==> src/rtl/led_blink_arbiter.sv <==
`default_nettype none
// led_blink_arbiter: round-robin arbiter that lends one shared LED to NREQ
// requesters, blinking it COUNT times per grant before acknowledging.
module led_blink_arbiter #(
   parameter int CLK_DIV = 12000000,
   parameter int NREQ    = 4,
   parameter int CW      = 4
) (
   input  logic               CLK,
   input  logic               RST,
   input  logic [NREQ-1:0]    REQ,
   input  logic [NREQ*CW-1:0] COUNT,
   output logic [NREQ-1:0]    GRANT,
   output logic [NREQ-1:0]    ACK,
   output logic               BUSY,
   output logic               LED
);

   localparam int PW = $clog2(CLK_DIV);
   localparam int IW = $clog2(NREQ);

   typedef enum logic [2:0] {
      S_IDLE = 3'd0,
      S_ON   = 3'd1,
      S_OFF  = 3'd2,
      S_GAP  = 3'd3,
      S_DONE = 3'd4
   } state_t;

   state_t            state, state_n;
   logic [PW-1:0]     phase, phase_n;
   logic [CW-1:0]     rem, rem_n;
   logic [IW-1:0]     ptr, ptr_n;
   logic [IW-1:0]     owner, owner_n;
   logic [NREQ-1:0]   grant, grant_n;
   logic [NREQ-1:0]   ack, ack_n;
   logic              led, led_n;

   logic              found;
   logic [IW-1:0]     pick;
   int                idx;
   logic              phase_end;
   logic              owner_req;

   // First pending requester at or above ptr, wrapping around.
   always_comb begin
      found = 1'b0;
      pick  = ptr;
      idx   = 0;
      for (int k = 0; k < NREQ; k++) begin
         idx = int'(ptr) + k;
         if (idx >= NREQ) idx = idx - NREQ;
         if (!found && REQ[idx]) begin
            found = 1'b1;
            pick  = IW'(idx);
         end
      end
   end

   assign phase_end = (phase == PW'(CLK_DIV - 1));
   assign owner_req = REQ[owner];

   always_comb begin
      state_n = state;
      phase_n = phase + PW'(1);
      rem_n   = rem;
      ptr_n   = ptr;
      owner_n = owner;
      grant_n = grant;
      ack_n   = '0;
      led_n   = led;

      case (state)
         S_IDLE: begin
            phase_n = '0;
            if (found) begin
               owner_n = pick;
               grant_n = NREQ'(1) << pick;
               rem_n   = COUNT[int'(pick)*CW +: CW];
               if (rem_n == '0) begin
                  state_n = S_DONE;
                  ack_n   = NREQ'(1) << pick;
               end else begin
                  state_n = S_ON;
                  led_n   = 1'b1;
               end
            end
         end

         S_ON, S_OFF, S_GAP: begin
            // A dropped owner request wins over any phase boundary.
            if (!owner_req) begin
               state_n = S_IDLE;
               phase_n = '0;
               grant_n = '0;
               led_n   = 1'b0;
            end else if (phase_end) begin
               phase_n = '0;
               if (state == S_ON) begin
                  state_n = S_OFF;
                  led_n   = 1'b0;
               end else if (state == S_OFF) begin
                  rem_n = rem - CW'(1);
                  if (rem_n != '0) begin
                     state_n = S_ON;
                     led_n   = 1'b1;
                  end else begin
                     state_n = S_GAP;
                  end
               end else begin
                  state_n = S_DONE;
                  ack_n   = grant;
               end
            end
         end

         S_DONE: begin
            state_n = S_IDLE;
            phase_n = '0;
            grant_n = '0;
            led_n   = 1'b0;
            ptr_n   = (owner == IW'(NREQ - 1)) ? '0 : owner + IW'(1);
         end

         default: begin
            state_n = S_IDLE;
            phase_n = '0;
            grant_n = '0;
            led_n   = 1'b0;
         end
      endcase
   end

   always_ff @(posedge CLK) begin
      if (RST) begin
         state <= S_IDLE;
         phase <= '0;
         rem   <= '0;
         ptr   <= '0;
         owner <= '0;
         grant <= '0;
         ack   <= '0;
         led   <= 1'b0;
      end else begin
         state <= state_n;
         phase <= phase_n;
         rem   <= rem_n;
         ptr   <= ptr_n;
         owner <= owner_n;
         grant <= grant_n;
         ack   <= ack_n;
         led   <= led_n;
      end
   end

   assign GRANT = grant;
   assign ACK   = ack;
   assign LED   = led;
   assign BUSY  = (state != S_IDLE);

endmodule
`default_nettype wire

==> config.mk <==
export PLATFORM = sky130hd
export DESIGN_NAME = led_blink_arbiter
export DESIGN_NICKNAME = d
export VERILOG_FILES = /design/src/rtl/led_blink_arbiter.sv
export SDC_FILE = /design/constraint.sdc
export NUM_CORES = 1
export LEC_CHECK = 0
export CORE_ASPECT_RATIO = 1.25
export CORE_MARGIN = 8
export CORE_UTILIZATION = 63
export DETAILED_ROUTE_END_ITERATION = 12
export DONT_BUFFER_PORTS = 1
export GPL_ROUTABILITY_DRIVEN = 0
export PLACE_DENSITY = 0.84
export SYNTH_ARGS = -nofsm -noshare
export SYNTH_HDL_FRONTEND = slang
export SYNTH_SLANG_ARGS = --single-unit
==> constraint.sdc <==
create_clock -name CLK -period 6.8 [get_ports CLK]
set_input_delay 1.02 -clock CLK [delete_from_list [all_inputs] [get_ports CLK]]
set_output_delay 1.02 -clock CLK [all_outputs]
set_load 0.02 [all_outputs]
==> metrics.txt <==
remaining antenna violation count=0; flops & latches, synth=44; Final setup violation count=0; CTS resizes=0; largest net degree at the start of global routing=25; main flop type after synthesis=dfxtp_1; total of max-cap violations=0; initial antenna violation count=0; Crit Reg-Reg Startpoint=ptr[1]; worst hold start=phase[0]; worst slew pin tran=between 0.8 and 0.9 ns; Peak VDD IR=0.1469 mV; I/O Buffers=0; clock sinks=44; RSZ-0062 raised after global routing=no; post-CTS setup repair buffer count=0; Critical Path End Type=register; Worst R2R End=LED; crit path max fanout=8; PwrDens=approximately 250 nW/µm²; hold path depth=1; Inserted Clock Buffers=5; CTS tree=yes; critical path startpoint category=input port; # nets final=330; final routed DRC violation total=0; CP required=~7 ns; EDFF count, synth=0; DR pass1 iterations=4; class of the most critical hold timing path=register to register; Layout fillers=343; Lkg Pwr=0.8870 nW; Clock Latency Late Sink=between 0.2 and 0.3 ns; Synth async-reset ratio=0; DR iter-0 viols=132; core box area=about 4000 µm²; final worst path period share=0.3790; Avg WL per Cell=between 10 and 15 µm; fin. max-slew vios=0; Syn. warnings=0; initial core utilization=0.6445; synth unique cells=57; final worst path period need=roughly 2.6 ns; Setup TNS=0 ns; post-synthesis sequential area ratio=0.3416; Clock Path Buffers=2; Reg2Reg Depth=7; die height=around 90 µm; Cells after Synth=roughly 310; Avg Inst Size Synth=about 8.3 µm²; Post-Route WL=~5300 µm; first-pass GRT wire length=roughly 9000 µm; Worst EP arrival=~2.8 ns; clk slew on worst S/H paths=roughly 0.090 ns; total track usage=0.1700; die width=approximately 73 µm; Multi-input gate area=1526 µm²; FMAX=approximately 390 MHz; Final Hold Vio Count=0; status=finished, final reports clean; headroom to the max-slew limit=0.4011; syn_nets=337; Mapped Area=about 2600 µm²; hold worst-path end=phase[0]; Design Area, Final=~2600 µm²; proportion of layout cells with a drive suffix above 1=0.08197; worst hold margin=approximately 0.47 ns; Die ar.=roughly 6400 µm²; Root Driver=clkbuf_8; dpl cell area=around 2500 µm²; reg-to-reg slack, setup=roughly 4.4 ns; ANT cells=0; # rows=26; via count=~2200; Post-Place Worst Slack=approximately 4 ns; detailed placer's ending HPWL=3982 µm; Post-CTS Hold Fix Bufs=0; FF+latch area=just under 900 µm²; clock skew=0.007154 ns; Layout area overhead=1.989%; Final WS setup=4.223 ns; total global routing overflow=0; vias in the first global route=2116; Vias/cell=around 6.1; H-tree Lvls=2; I/O pins=32; critical path class=input port to register
[cell usage after synthesis (all sizes together) (8+ instances only)]
cell | number | area (µm²)
inv | 10 | 37.54
nor2 | 48 | 180.2
xnor2 | 10 | 87.58
nor3 | 8 | 51.30
nand3 | 20 | 110.1
nand4 | 12 | 75.07
nand2 | 21 | 83.83
a21oi | 20 | 100.1
dfxtp | 44 | 880.8
o21ai | 15 | 75.07
xor2 | 10 | 87.58
[metrics by stage]
| stage | util | power, mW | cells |
|---|---|---|---|
| 6_report | 0.6573 | 0.6683 | 361 |
| 5_1_grt | 0.6573 | 0.7063 | 361 |
| 4_1_cts | 0.6573 | 0.6710 | 361 |
| 3_5_place_dp | 0.6285 | 0.4724 | 353 |
| 3_3_place_gp | 0.6285 | 0.4680 | 353 |
| 2_1_floorplan | - | 0.4583 | 311 |
[worst max-delay path by stage]
| stage | slack, ns | start | endpoint | depth (start not counted) |
|---|---|---|---|---|
| final | 4.22 | REQ[2] | LED | 7 |
| after global routing | 4.13 | REQ[2] | LED | 7 |
| after CTS | 4.26 | REQ[2] | LED | 7 |
| after floorplan | 4.00 | REQ[0] | LED | 8 |
| after detailed placement | 3.95 | REQ[2] | LED | 7 |
| after global placement | 4.02 | REQ[2] | LED | 7 |
[critical path, stage by stage]
cell	delay [ns]
nor2b_1	0.13
a2bb2oi_1	0.20
and3_1	0.35
o21ai_1	0.15
a22oi_2	0.39
a31oi_1	0.16
mux2_1	0.34
[metal layers]
metal  up-vias  global-route usage  part of all wire
li1       1101                   -                 -
met1      1021              0.1661              0.40
met2        58              0.3195              0.53
met3        11             0.04238             0.043
met4         0             0.08577             0.020
met5         -                   0                 0
[cell type report]
class                      count  share of cell area
inverter                      10             0.01427
clock buffer                   5             0.02617
clock inverter                 3             0.01760
multi-input combinational    243              0.5804
sequential                    44              0.3349
tap                           56             0.02664
[flip-flops by register name, summed over array words and instances (netlist names)]
name / flops
ptr: 2
LED: 1
owner: 2
GRANT: 4
state: 3
ACK: 4
phase: 24
rem: 4
[cell families (layout without fill, tap and decap cells)]
group / Yosys count / in the layout / share of synthesized area
buf+inv: 24 / 18 / 0.06647
simple gates: 147 / 147 / 0.3110
fa+ha+maj: 4 / 4 / 0.01941
compound gates: 70 / 70 / 0.1790
xor+xnor: 20 / 20 / 0.06793
mux: 2 / 2 / 0.01456
flops: 44 / 44 / 0.3416
[placed cells by master, fill, tap and decap left out, types with 3 or more instances in the layout]
cell type	instances
nor2b_1	7
nor2_1	48
nand3_1	18
nor3_1	7
ha_1	4
clkbuf_8	5
a21oi_1	20
xor2_1	10
dfxtp_1	44
o21ai_1	7
or3_1	6
inv_1	10
xnor2_1	10
a32oi_1	3
a31oi_1	7
nand2_1	19
o211ai_1	5
nor4_1	5
a21o_1	3
o21ai_0	8
nand4_1	12
[where the power goes]
part           leakage, nW  switching, mW  internal (mW)
sequential           0.357         0.0281          0.276
clock               0.0548         0.0900          0.111
combinational        0.476         0.0971         0.0663
Power figures use the tool's default switching activity.
